$ cat src/rtl/anti_theft_pkg.sv
// -----------------------------------------------------------------------------
// anti_theft_pkg
// Shared definitions for the anti-theft controller: FSM state encoding,
// time-parameter indices and their power-on default values (in seconds).
// -----------------------------------------------------------------------------
package anti_theft_pkg;

   typedef enum logic [2:0] {
      S_ARMED,
      S_TRIGGERED,
      S_ALARM_OPEN,
      S_ALARM_TIMED,
      S_DISARMED,
      S_DIS_WAIT_CLOSE,
      S_ARM_DELAY
   } state_e;

   typedef logic [1:0] param_sel_t;
   typedef logic [3:0] seconds_t;

   localparam param_sel_t P_ARM       = 2'd0;
   localparam param_sel_t P_DRIVER    = 2'd1;
   localparam param_sel_t P_PASSENGER = 2'd2;
   localparam param_sel_t P_ALARM     = 2'd3;

   localparam seconds_t T_ARM_DEFAULT       = 4'd6;
   localparam seconds_t T_DRIVER_DEFAULT    = 4'd8;
   localparam seconds_t T_PASSENGER_DEFAULT = 4'd15;
   localparam seconds_t T_ALARM_DEFAULT     = 4'd10;

   function automatic seconds_t default_value(input param_sel_t sel);
      seconds_t v;
      unique case (sel)
         P_ARM:       v = T_ARM_DEFAULT;
         P_DRIVER:    v = T_DRIVER_DEFAULT;
         P_PASSENGER: v = T_PASSENGER_DEFAULT;
         default:     v = T_ALARM_DEFAULT;
      endcase
      return v;
   endfunction

   // States in which the countdown timer is running.
   function automatic logic is_timed(input state_e s);
      return (s == S_TRIGGERED) || (s == S_ALARM_TIMED) || (s == S_ARM_DELAY);
   endfunction

endpackage

$ cat src/rtl/time_param_regs.sv
// -----------------------------------------------------------------------------
// time_param_regs
// Four 4-bit time parameters with one synchronous write port and one
// combinational read port. Reset restores the default values.
//   clock      - system clock
//   reset      - asynchronous active-low reset
//   wr_en_i    - write strobe (one cycle)
//   wr_sel_i   - parameter index to write
//   wr_data_i  - value to write, seconds
//   rd_sel_i   - parameter index to read
//   rd_data_o  - selected parameter, combinational
// -----------------------------------------------------------------------------
module time_param_regs
   import anti_theft_pkg::*;
(
   input  logic       clock,
   input  logic       reset,
   input  logic       wr_en_i,
   input  logic [1:0] wr_sel_i,
   input  logic [3:0] wr_data_i,
   input  logic [1:0] rd_sel_i,
   output logic [3:0] rd_data_o
);

   seconds_t param_q [4];

   // NOTE: this small storage array is deliberately reset, because the
   // defaults must come back on every reset; large RAMs normally are not.
   always_ff @(posedge clock or negedge reset) begin
      if (!reset) begin
         for (int i = 0; i < 4; i++) begin
            param_q[i] <= default_value(param_sel_t'(i));
         end
      end else if (wr_en_i) begin
         param_q[wr_sel_i] <= wr_data_i;
      end
   end

   assign rd_data_o = param_q[rd_sel_i];

endmodule

$ cat src/rtl/anti_theft_fsm.sv
// -----------------------------------------------------------------------------
// anti_theft_fsm
// Control FSM of the automotive anti-theft system. Drives the countdown timer
// (start_timer/value), consumes its expired flag and 1 Hz / 2 Hz ticks, and
// drives the siren and status LED. All outputs are registered.
//   clock, reset (async, active-low)
//   ignition, door_driver, door_pass   - debounced switch inputs
//   reprogram, time_param_sel, time_value - parameter write port
//   expired, one_hz_enable, two_hz_enable - from the timer block
//   start_timer, value                 - to the timer block
//   siren, status_led                  - actuators
// -----------------------------------------------------------------------------
module anti_theft_fsm
   import anti_theft_pkg::*;
(
   input  logic       clock,
   input  logic       reset,
   input  logic       ignition,
   input  logic       door_driver,
   input  logic       door_pass,
   input  logic       reprogram,
   input  logic [1:0] time_param_sel,
   input  logic [3:0] time_value,
   input  logic       expired,
   input  logic       one_hz_enable,
   input  logic       two_hz_enable,
   output logic       start_timer,
   output logic [3:0] value,
   output logic       siren,
   output logic       status_led
);

   state_e     state_q, state_d;
   logic       start_timer_q, start_timer_d;
   seconds_t   value_q, value_d;
   logic       siren_q, siren_d;
   logic       led_q, led_d;

   param_sel_t rd_sel;
   seconds_t   rd_data;
   logic       load_value;
   logic       timer_done;
   logic       any_door;
   logic       restart;

   time_param_regs u_params (
      .clock     (clock),
      .reset     (reset),
      .wr_en_i   (reprogram),
      .wr_sel_i  (time_param_sel),
      .wr_data_i (time_value),
      .rd_sel_i  (rd_sel),
      .rd_data_o (rd_data)
   );

   // A stale expired flag from the previous countdown is ignored until the
   // timer has seen our low start_timer cycle and been restarted.
   assign timer_done = expired & start_timer_q;
   assign any_door   = door_driver | door_pass;

   // NOTE: every signal assigned here gets a default first, so no path can
   // leave it unassigned and infer a latch.
   always_comb begin
      state_d    = state_q;
      rd_sel     = P_ARM;
      load_value = 1'b0;

      if (reprogram) begin
         state_d = S_ARMED;
      end else if (ignition) begin
         state_d = S_DISARMED;
      end else begin
         unique case (state_q)
            S_ARMED: begin
               if (door_driver) begin
                  state_d    = S_TRIGGERED;
                  rd_sel     = P_DRIVER;
                  load_value = 1'b1;
               end else if (door_pass) begin
                  state_d    = S_TRIGGERED;
                  rd_sel     = P_PASSENGER;
                  load_value = 1'b1;
               end
            end
            S_TRIGGERED: begin
               if (timer_done) begin
                  if (any_door) begin
                     state_d = S_ALARM_OPEN;
                  end else begin
                     state_d    = S_ALARM_TIMED;
                     rd_sel     = P_ALARM;
                     load_value = 1'b1;
                  end
               end
            end
            S_ALARM_OPEN: begin
               if (!any_door) begin
                  state_d    = S_ALARM_TIMED;
                  rd_sel     = P_ALARM;
                  load_value = 1'b1;
               end
            end
            S_ALARM_TIMED: begin
               // A reopened door wins over a simultaneous expiry.
               if (any_door) begin
                  state_d = S_ALARM_OPEN;
               end else if (timer_done) begin
                  state_d = S_ARMED;
               end
            end
            S_DISARMED: begin
               if (door_driver) begin
                  state_d = S_DIS_WAIT_CLOSE;
               end
            end
            S_DIS_WAIT_CLOSE: begin
               if (!door_driver) begin
                  state_d    = S_ARM_DELAY;
                  rd_sel     = P_ARM;
                  load_value = 1'b1;
               end
            end
            S_ARM_DELAY: begin
               if (door_driver) begin
                  state_d = S_DIS_WAIT_CLOSE;
               end else if (timer_done) begin
                  state_d = S_ARMED;
               end
            end
            default: state_d = S_ARMED;
         endcase
      end

      // Reprogram re-enters ARMED even from ARMED, so it counts as an entry.
      restart = reprogram || (state_d != state_q);

      value_d       = load_value ? rd_data : value_q;
      start_timer_d = is_timed(state_d) && !restart;
      siren_d       = (state_d == S_ALARM_OPEN) || (state_d == S_ALARM_TIMED);

      unique case (state_d)
         S_ARMED:       led_d = restart ? 1'b0 : (led_q ^ one_hz_enable);
         S_ARM_DELAY:   led_d = restart ? 1'b0 : (led_q ^ two_hz_enable);
         S_TRIGGERED,
         S_ALARM_OPEN,
         S_ALARM_TIMED: led_d = 1'b1;
         default:       led_d = 1'b0;
      endcase
   end

   // NOTE: state registers use non-blocking assignments so every register
   // samples the values from before this clock edge.
   always_ff @(posedge clock or negedge reset) begin
      if (!reset) begin
         state_q       <= S_ARMED;
         start_timer_q <= 1'b0;
         value_q       <= '0;
         siren_q       <= 1'b0;
         led_q         <= 1'b0;
      end else begin
         state_q       <= state_d;
         start_timer_q <= start_timer_d;
         value_q       <= value_d;
         siren_q       <= siren_d;
         led_q         <= led_d;
      end
   end

   assign start_timer = start_timer_q;
   assign value       = value_q;
   assign siren       = siren_q;
   assign status_led  = led_q;

endmodule

$ cat config.mk
export PLATFORM = sky130hd
export DESIGN_NAME = anti_theft_fsm
export DESIGN_NICKNAME = d
export VERILOG_FILES = /design/src/rtl/anti_theft_pkg.sv /design/src/rtl/time_param_regs.sv /design/src/rtl/anti_theft_fsm.sv
export SDC_FILE = /design/constraint.sdc
export NUM_CORES = 1
export LEC_CHECK = 0
export BUFFER_PORTS_ARGS = -buffer_cell sky130_fd_sc_hd__buf_2
export CORE_MARGIN = 2
export CORE_UTILIZATION = 37
export DETAILED_ROUTE_END_ITERATION = 10
export PLACE_DENSITY_LB_ADDON = 0.12
export RECOVER_POWER = 50
export SLEW_MARGIN = 10
export SYNTH_ARGS = -nofsm -noshare
export SYNTH_HDL_FRONTEND = slang
export SYNTH_SLANG_ARGS = --single-unit
$ cat constraint.sdc
create_clock -name clock -period 3.2 [get_ports clock]
set_input_delay 0.16 -clock clock [delete_from_list [all_inputs] [get_ports clock]]
set_output_delay 0.16 -clock clock [all_outputs]
set_load 0.03 [all_outputs]
Word-level counts from Yosys, hierarchy flattened
Cells that the tools add are included.
- bits of input ports: 15
- word-level logic and storage cells: 76
- register bits after elaboration: 26
- output and inout bits: 7
- bitwise operators: 6
- reductions and logical operators: 10
- multiplexer cells: 37
- eq/ne operators: 11
- order comparisons: 3
- operator list (cell ; number):
    3-bit 2-to-1 mux ; 11
    3-bit case mux with 7 select lines ; 1
    16-bit bitwise mux ; 1
    3-bit by 2-bit equality test with 1-bit output, second input constant ; 4
    3-bit equality test, second input constant ; 4
    2-bit 2-to-1 mux ; 6
    4-bit 2-to-1 mux ; 3
    1-bit 2-to-1 mux ; 10
    4-bit binary-select mux with 2-bit select ; 1
    4-bit demux with 2-bit select ; 1
    3-bit by 1-bit equality test with 1-bit output, second input constant ; 2
    3-bit >= comparator, second input constant ; 2
    3-bit zero test ; 2
    2-bit inverter with 3-bit output ; 2
    2-bit case mux with 3 select lines ; 1
    1-bit logical OR ; 4
    1-bit case mux with 4 select lines ; 1
    3-bit by 1-bit < comparator with 1-bit output, second input constant ; 1
    3-bit != test ; 1
    1-bit case mux with 3 select lines ; 1
    3-bit OR reduction ; 1
    1-bit logical AND ; 2
    1-bit bitwise XOR ; 2
    1-bit AND ; 1
    2 further kinds ; 2

Logic depth before layout (Yosys ltp)
Gate-level depths: netlist (run 1).
- depth in word-level cells: 10
- gate-level depth with buffers: 7
- mapped depth without buffers: 6

Cells and area by module
A second synthesis (run 1) with hierarchy kept.
- cells, all modules: 115
- area total of the unflattened synthesis: 1467.7 µm²
- modules (own cells, without submodules) (module ; instances ; cells an instance ; area an instance (µm²)):
    anti_theft_fsm ; 1 ; 75 ; 743.2
    time_param_regs ; 1 ; 40 ; 724.4

Worst setup path before layout (run 1)
Ideal clock, no wire load.
- path type: flip-flop to flip-flop
- start: reg start_timer_q (netlist: start_timer)
- end: reg value_q[0] (netlist: value[0])
- data arrival time: 1603 ps
- path slack: 1462 ps
- setup time: 134 ps
- path buffers: 0
- stages on the path, launching flop included: 7
- period minus slack after synthesis: 1738 ps
- cells stage by stage: dfrtp_1 nand2_1 nor2_1 o21a_1 o311ai_1 or2_1 o211ai_1
- longest elaborated chain between the ends: 9
- elaborated cells between the ends (all ways): 13
- classes of those cells: 11 x mux; 2 x bitwise
- ends and longest elaborated chain (item ; RTL line ; RTL):
    from (decl) ; anti_theft_fsm.sv:34 ; logic start_timer_q, start_timer_d;
    from (signal assigned) ; anti_theft_fsm.sv:162 ; start_timer_q <= start_timer_d;
    1-bit AND * ; anti_theft_fsm.sv:58 ; assign timer_done = expired & start_timer_q;
    2-bit 2-to-1 mux ; anti_theft_fsm.sv:86 ; if (timer_done) begin
    2-bit case mux with 3 select lines ; anti_theft_fsm.sv:73 ; unique case (state_q)
    2-bit 2-to-1 mux ; anti_theft_fsm.sv:70 ; end else if (ignition) begin
    2-bit 2-to-1 mux ; anti_theft_fsm.sv:68 ; if (reprogram) begin
    2-bit inverter with 3-bit output (implied by the code) ; time_param_regs.sv:39 ; assign rd_data_o = param_q[rd_sel_i];
    4-bit binary-select mux with 2-bit select ; time_param_regs.sv:39 ;
    4-bit 2-to-1 mux (implied by the code) (2 in a row) ; time_param_regs.sv:39 ;
    to (signal assigned) ; anti_theft_fsm.sv:163 ; value_q <= value_d;
    to (decl) ; anti_theft_fsm.sv:35 ; seconds_t value_q, value_d;
Mark *: on every way between the ends. The rest lies on a longest branch, timed or not. The select of a mux whose other input is x is not followed.
A chain may end at the register's enable or synchronous reset.

Worst setup path after layout (run 1)
- start: reg state_q[1]
- end: reg value_q[0] (netlist: value[0])
- longest elaborated chain between the ends: 8
- elaborated cells between the ends (all ways): 14
- classes of those cells: 3 x eq/ne; 9 x mux; 1 x bitwise; 1 x reduce/logical
- ends and longest elaborated chain (item ; RTL line ; RTL):
    from (decl) ; anti_theft_fsm.sv:33 ; state_e state_q, state_d;
    from (signal assigned) ; anti_theft_fsm.sv:161 ; state_q <= state_d;
    3-bit by 2-bit equality test with 1-bit output (tied with other cells) ; anti_theft_fsm.sv:73 ;
    2-bit case mux with 3 select lines ; anti_theft_fsm.sv:73 ;
    2-bit 2-to-1 mux ; anti_theft_fsm.sv:70 ;
    2-bit 2-to-1 mux ; anti_theft_fsm.sv:68 ;
    2-bit inverter with 3-bit output (implied by the code) ; time_param_regs.sv:39 ;
    4-bit binary-select mux with 2-bit select ; time_param_regs.sv:39 ;
    4-bit 2-to-1 mux (implied by the code) (2 in a row) ; time_param_regs.sv:39 ;
Parallel ways exist; a longest one is shown, timed or not. The select of a mux whose other input is x is not followed.

==> impl_metrics.yaml, run 1 <==
outcome:
  outcome: "finished clean"
floorplanning:
  die_y_um: 66.3
  initial_core_util: 0.389
  die-area_mm2: 0.00439
  fp.dieW_um: 66.3
  ios: 22
  core_mm2: 0.00369
  row_count: 22
grt:
  grt_first_pass_wirelength_um: 5180
  grt_pass1_vias: 1051
  grtUsageTotal: 0.156
  grt-ovfl-total: 0
  antenna_found_initial: 0
  grt_max_degree: 27
route:
  num_vias: 1104
  routed_wl_um: 3010
  viasPerCell: 5.49
  drt_pass1_iterations: 4
  drt_iter0_drc: 83
  ant_nets: 0
  wl_per_cell_um: 15.0
  drc: 0
pwr:
  power_density_mw_per_mm2: 556
  p_leak_nw: 0.708
  ir_drop_mv: 0.383
yosys:
  synth_seq_cells: 26
  synth_warnings: 0
  synth_cell_types: 43
  synth_seq_area_share: 0.461
  syn_nets: 148
  syn_avg_cell_area_um2: 10.8
  synth.cell_area_mm2: 0.00144
  synth.top_cell.area_share: 0.296
  yosysTopAreaCell: "dfrtp_1"
  yosys-top-cells-area: "dfrtp_1 (30%), dfstp_2 (16%), mux2_2 (13%)"
  synthCells: 133
clock_tree:
  clockRootBuffer: "clkbuf_8"
  cts.sinks: 26
  cts.clk_slew.worst_paths_ns: 0.09
  postCtsSetupRepairBufs: 0
  clockBufferDepth: 2
  cts_resized: 0
  clock_latency_ns: 0.27
  cts_buffers: 3
  tritoncts: "done"
  h-tree-depth: 1
  holdBufCountCts: 1
timing:
  maxSlewViolCount: 0
  setup_ws_ns: 1.22
  fin_crit_ns: 1.98
  fin_setup_tns_ns: 0
  fin_skew_ns: 0.00359
  hold_violations: 0
  setup_viol: 0
  slew_headroom: 0.0654
  fmax_ghz: 0.504
  rsz0062_at_grt: "false"
  worst_pin_slew_ns: 1.40
  post-route-period-util: 0.620
critical_path:
  worstSetupEndpointType: "flop"
  cpPeakStageDelay_ns: 0.62
  path_delay_family: "compound AO/OA/AOI/OAI gates"
  crit_fanout: 12
  slowest_stage: "dfrtp_1"
  reg2reg_from: "state_q[1]"
  worst-path-buf-inv: 0
  cp.depth: 5
  cp_data_required_time_ns: 3.35
  r2r_slack_ns: 1.22
  start_kind: "flop"
  r2r_cells: 5
  crit_chain: "nor2b_1, o21a_1, o311ai_1, or2_1, o211ai_1"
  crit_arrival_ns: 2.13
  r2r-end: "value[0]"
  path_class: "reg2reg"
final_layout:
  final_cell_mix: "buf_2 (20), dfrtp_1 (17), mux2_2 (16)"
  diodes: 0
  postLayoutCoreUtil: 0.444
  final_common_cell: "buf_2"
  synthToLayoutAreaGrowth_pct: 14.0
  drive_gt1_frac: 0.333
  nets: 169
place:
  dp_hpwl_um: 2310
  numPortBuffers: 21
  preCtsSetupSlack_ns: 1.23
  gp_congestion: 0.834
min_path:
  hold_path_class: "in2reg"
  min_path_cells: 2
  min_to: "u_params.param_q[9]"
  min_from: "time_value[1]"
job:
  maxCapViolCount: 0
[Yosys cell counts (all sizes together)]
cell type   n
nor3b       1
a21oi       4
mux2       16
nand3b      3
clkbuf      2
mux2i       5
a21o        2
buf         4
o21a        3
nor4b       1
a211o       1
a211oi      1
and2b       1
nor3        3
nand3       2
o21ai       1
nor2b       1
dfrtp      17
nor4        2
nor2       13
nor4bb      1
o221ai      2
and2        2
inv         4
dfstp       9
a2111oi     1
nand4       2
or2         1
o31ai       1
a22oi       2
a31oi       2
nand2      11
o211ai      6
xnor2       2
o41ai       2
o311ai      2
[how the worst max path moves through the flow]
stage | from | to | slack [ns]
global route | state_q[0] | value[2] | 1.03
detailed placement | state_q[0] | value[0] | 1.23
floorplan | start_timer | value[0] | 1.46
CTS | state_q[0] | value[0] | 1.21
global placement | state_q[0] | value[2] | 1.28
finish | state_q[1] | value[0] | 1.22
[state kept, by name, summed over array words and instances, names as in the netlist]
name / count
value: 4
u_params.param_q: 16
siren: 1
state_q: 3
status_led: 1
start_timer: 1
[where the power goes]
| part | total (mW) | internal (mW) | switching (mW) |
|---|---|---|---|
| combinational | 0.196 | 0.0828 | 0.113 |
| clock | 0.274 | 0.167 | 0.106 |
| sequential | 0.440 | 0.402 | 0.0380 |
[logic make-up after synthesis]
logic type / count (synthesis) / synth area share
compound gates: 30 / 0.166
xor+xnor: 2 / 0.0122
buf+inv: 10 / 0.0410
flops: 26 / 0.461
mux: 21 / 0.160
simple gates: 44 / 0.160
[per-stage QoR]
step	cell area (um^2)	power, mW	hold slack (ns)	instances
2_1_floorplan	1440	0.581	-0.136	133
3_3_place_gp	1560	0.643	0.193	196
3_5_place_dp	1560	0.647	0.202	196
4_1_cts	1640	0.923	0.150	201
5_1_grt	1640	0.965	0.154	201
6_report	1640	0.910	0.155	201
[worst register-to-register path, stage by stage (launching register included)]
cell,delay [ns]
dfrtp_1,0.62
nor2b_1,0.17
o21a_1,0.14
o311ai_1,0.58
or2_1,0.24
o211ai_1,0.11
[per-layer routing]
metal | GRT usage | wire, um
met3 | 0.0273 | 120
met5 | 0 | 0
met1 | 0.235 | 1660
met4 | 0.0536 | 43
met2 | 0.221 | 1190
[area by class of cell]
class	instances	area, um^2
clock inverter	1	30.0
tap	48	60.1
sequential	26	662
inverter	4	15.0
clock buffer	3	41.3
timing repair buffer	22	114
fill	371	2050
multi-input combinational	97	714
Power figures use the tool's default switching activity.
==> run 2: changes to the inputs <==
- clock period: 3.2 -> 1.95 ns (I/O delays scaled with it)
==> impl_metrics.yaml, run 2 (synthesis results as in run 1) <==
outcome:
  outcome: "finished clean"
critical_path:
  worstSetupStartpoint: "state_q[0]"
  cp_data_required_time_ns: 2.10
  path_class: "reg2reg"
  crit_fanout: 9
  worstSetupEndpointType: "flop"
  reg2reg_from: "state_q[0]"
  start_kind: "flop"
  crit_arrival_ns: 1.97
pwr:
  power_density_mw_per_mm2: 877
  power_frac_comb: 0.226
  p_leak_nw: 0.749
  p_clk_frac: 0.292
  ir_drop_mv: 0.401
  switching_power_mw: 0.418
  p_int_mw: 1.09
  swShare: 0.278
  total_power_mw: 1.50
  pwr-share-seq: 0.481
grt:
  antenna_found_initial: 0
  grt_first_pass_wirelength_um: 5230
  grt_max_degree: 27
  grt-ovfl-total: 0
  grtUsageTotal: 0.153
  grt_pass1_vias: 1098
route:
  viasPerCell: 5.32
  wl_per_cell_um: 14.7
  drt_iter0_drc: 50
  wl_met1_um: 1620
  dr_wl_met3_um: 134
  met2_length_um: 1280
  drt_pass1_iterations: 4
  routed_wl_um: 3070
  highest_layer: "met4"
  ant_nets: 0
  drc: 0
  num_vias: 1112
timing:
  hold_violations: 0
  slew_headroom: 0.609
  fin_crit_ns: 1.82
  maxSlewViolCount: 0
  rsz0062_at_grt: "true"
  post-route-period-util: 0.933
  fmax_ghz: 0.550
  setup_viol: 0
  worst_pin_slew_ns: 0.587
  fin_skew_ns: 0.00629
final_layout:
  final_common_cell: "buf_2"
  multiInputGateArea_um2: 728
  diodes: 0
  synthToLayoutAreaGrowth_pct: 19.5
  regArea_um2: 666
  largest_register_ffs: 16
  drive_gt1_frac: 0.429
  final_cell_mix: "buf_2 (21), mux2_2 (16), dfrtp_1 (14)"
  instances_no_fill: 209
  nFillCells: 380
  nets: 177
  largest_register: "u_params.param_q"
floorplanning:
  die-area_mm2: 0.00439
  initial_core_util: 0.389
  die_y_um: 66.3
  fp.dieW_um: 66.3
  ios: 22
  core_mm2: 0.00369
  row_count: 22
clock_tree:
  h-tree-depth: 1
  clockBufferDepth: 2
  cts_buffers: 3
  clockRootBuffer: "clkbuf_8"
  cts.sinks: 26
  cts.clk_slew.worst_paths_ns: 0.09
  clock_latency_ns: 0.27
  tritoncts: "done"
place:
  post-place-cells: 204
  dp_hpwl_um: 2370
  numPortBuffers: 21
  gp_congestion: 0.851
job:
  maxCapViolCount: 0
min_path:
  min_from: "time_value[3]"
  hold_path_class: "in2reg"
## run 2: power by group through the flow
stage	logic (mW)	clock network (mW)	registers [mW]
2_1_floorplan	0.173	0	0.780
3_3_place_gp	0.337	0	0.734
4_1_cts	0.344	0.453	0.724
6_report	0.340	0.440	0.724
3_5_place_dp	0.341	0	0.734
5_1_grt	0.373	0.476	0.739
## run 2: worst paths after layout
kind                                              to  slack (ns)  cells after the start
worst max-delay path                     start_timer        0.13                      6
worst min-delay path            u_params.param_q[15]        0.10                      2
worst max register to register           start_timer        0.13                      6
worst min register to register              value[3]        0.49                      2
max in group asynchronous                start_timer        1.16                      2
min in group asynchronous                   value[1]        0.36                      2
## run 2: final cells by class
cell class | instances | share of cell area
clock buffers | 3 | 0.0241
clock inverters | 1 | 0.0175
inverters | 4 | 0.00875
multi-input cells | 97 | 0.425
flip-flops and latches | 26 | 0.388
well taps | 48 | 0.0350
repair buffers | 30 | 0.102
## run 2: metrics by stage
| stage | worst slack [ns] | utilization | hold slack (ns) | setup TNS (ns) | area, um^2 |
|---|---|---|---|---|---|
| 6_report | 0.131 | 0.465 | 0.102 | 0 | 1720 |
| 2_1_floorplan | 0.212 | - | -0.198 | 0 | 1440 |
| 4_1_cts | 0.0650 | 0.460 | 0.0985 | 0 | 1700 |
| 3_3_place_gp | 0.142 | 0.438 | 0.131 | 0 | 1620 |
| 5_1_grt | -0.00170 | 0.465 | 0.103 | -0.00170 | 1720 |
| 3_5_place_dp | 0.0825 | 0.438 | 0.143 | 0 | 1620 |
## run 2: critical path, stage by stage, from the launching register on
cell and delay, ns:
dfrtp_2 0.48, buf_4 0.17, inv_1 0.05, a21oi_1 0.07, a211o_1 0.34, o41ai_1 0.31, nor4bb_1 0.29
## run 2: routing by layer
layer | track usage | vias to the layer above
met4 | 0.0612 | 0
met5 | 0 | -
met2 | 0.215 | 29
met1 | 0.232 | 528
met3 | 0.0221 | 4
li1 | - | 551
## run 2: timing repair
item	CTS	global route
hold endpoints to repair	17	0
setup endpoints to repair	0	6
resized for setup	0	6
hold buffers	1	0
buffers inserted	0	0
==> run 3: changes to the inputs <==
- clock period: 1.95 -> 2 ns (I/O delays scaled with it)
==> impl_metrics.yaml, run 3 (synthesis results as in run 1) <==
outcome:
  outcome: "finished clean"
clock_tree:
  h-tree-depth: 1
  cts.sinks: 26
  cts_buffers: 3
  clock_latency_ns: 0.26
  clockRootBuffer: "clkbuf_8"
  tritoncts: "done"
  clockBufferDepth: 2
  cts.clk_slew.worst_paths_ns: 0.09
timing:
  hold_violations: 0
  rsz0062_at_grt: "false"
  slew_headroom: 0.603
  maxSlewViolCount: 0
  fin_setup_tns_ns: 0
  setup_viol: 0
  post-route-period-util: 0.937
  fin_skew_ns: 0.00359
  fmax_ghz: 0.534
  worst_pin_slew_ns: 0.595
  fin_crit_ns: 1.87
route:
  drc: 0
  num_vias: 1120
  drt_iter0_drc: 49
  drt_pass1_iterations: 4
  routed_wl_um: 3000
  ant_nets: 0
  viasPerCell: 5.49
  wl_per_cell_um: 14.7
final_layout:
  synthToLayoutAreaGrowth_pct: 15.5
  diodes: 0
  nFillCells: 362
  largest_register: "u_params.param_q"
  postLayoutCoreUtil: 0.449
  design_area_mm2: 0.00166
  final_common_cell: "buf_2"
  instances_no_fill: 204
  final_cell_mix: "buf_2 (20), mux2_2 (16), dfrtp_1 (15)"
  drive_gt1_frac: 0.359
  nets: 172
  largest_register_ffs: 16
min_path:
  min_to: "u_params.param_q[7]"
  min_from: "time_value[3]"
  hold_path_class: "in2reg"
  min_path_cells: 2
floorplanning:
  die-area_mm2: 0.00439
  initial_core_util: 0.389
  ios: 22
  die_y_um: 66.3
  row_count: 22
  core_mm2: 0.00369
  fp.dieW_um: 66.3
critical_path:
  start_kind: "flop"
  worstSetupEndpointType: "flop"
  r2r_cells: 6
  crit_fanout: 12
  worstSetupStartpoint: "state_q[0]"
  r2r-end: "status_led"
  crit_arrival_ns: 2.03
  path_class: "reg2reg"
  reg2reg_from: "state_q[0]"
  cpPeakStageDelay_ns: 0.50
  r2r_slack_ns: 0.13
  cp_data_required_time_ns: 2.16
  crit_chain: "nor2b_1, a22oi_1, nor2_1, o21ai_2, mux2i_1, o41ai_2"
  slowest_stage: "dfrtp_2"
pwr:
  ir_drop_mv: 0.454
  power_density_mw_per_mm2: 876
  total_power_mw: 1.45
  p_leak_nw: 0.716
grt:
  grt_first_pass_wirelength_um: 5110
  grt_max_degree: 27
  grtUsageTotal: 0.151
  grt_pass1_vias: 1060
  grt-ovfl-total: 0
  antenna_found_initial: 0
job:
  maxCapViolCount: 0
place:
  placed_cell_area_mm2: 0.00158
  numPortBuffers: 21
  gp_congestion: 0.814
  post-place-cells: 199
  dp_hpwl_um: 2300
## run 3: repair_timing
item,in CTS,in global routing
resized for setup,0,2
hold endpoints to repair,17,0
endpoints found under the setup margin,0,6
setup buffers,0,0
hold buffers,1,0
## run 3: final cells by class
type	instances	area, um^2	share of cell area
multi-input combinational	97	714	0.431
sequential	26	664	0.401
timing repair buffer	25	133	0.0800
tap	48	60.1	0.0362
clock buffer	3	41.3	0.0249
clock inverter	1	30.0	0.0181
inverter	4	15.0	0.00906
## run 3: per-layer routing
layer | wire [um] | GRT usage | vias up
met5 | 0 | 0 | -
met4 | 18 | 0.0357 | 0
met3 | 123 | 0.0290 | 2
met2 | 1270 | 0.219 | 29
met1 | 1580 | 0.231 | 547
li1 | - | - | 542
## run 3: worst max path at each step
stage | to | slack (ns)
2_1_floorplan | value[0] | 0.26
3_3_place_gp | value[0] | 0.10
3_5_place_dp | value[0] | 0.08
4_1_cts | status_led | 0.04
5_1_grt | status_led | 0.01
6_report | status_led | 0.13
## run 3: through the flow
stage / hold WS, ns / setup WS [ns]
2_1_floorplan: -0.196 / 0.262
3_3_place_gp: 0.139 / 0.104
3_5_place_dp: 0.152 / 0.0773
4_1_cts: 0.0986 / 0.0410
5_1_grt: 0.0953 / 0.0108
6_report: 0.107 / 0.127
## run 3: power by group
part	total, mW	internal [mW]	leakage (nW)	switching [mW]
logic	0.318	0.137	0.377	0.182
registers	0.706	0.645	0.303	0.0611
clock network	0.428	0.267	0.0357	0.161
## run 3: worst max-delay path: cells and delay by family (launching register included)
family / cells / cell delay [ns]
compound gates: 3 / 0.59
flops: 1 / 0.50
mux: 1 / 0.17
simple gates: 2 / 0.51
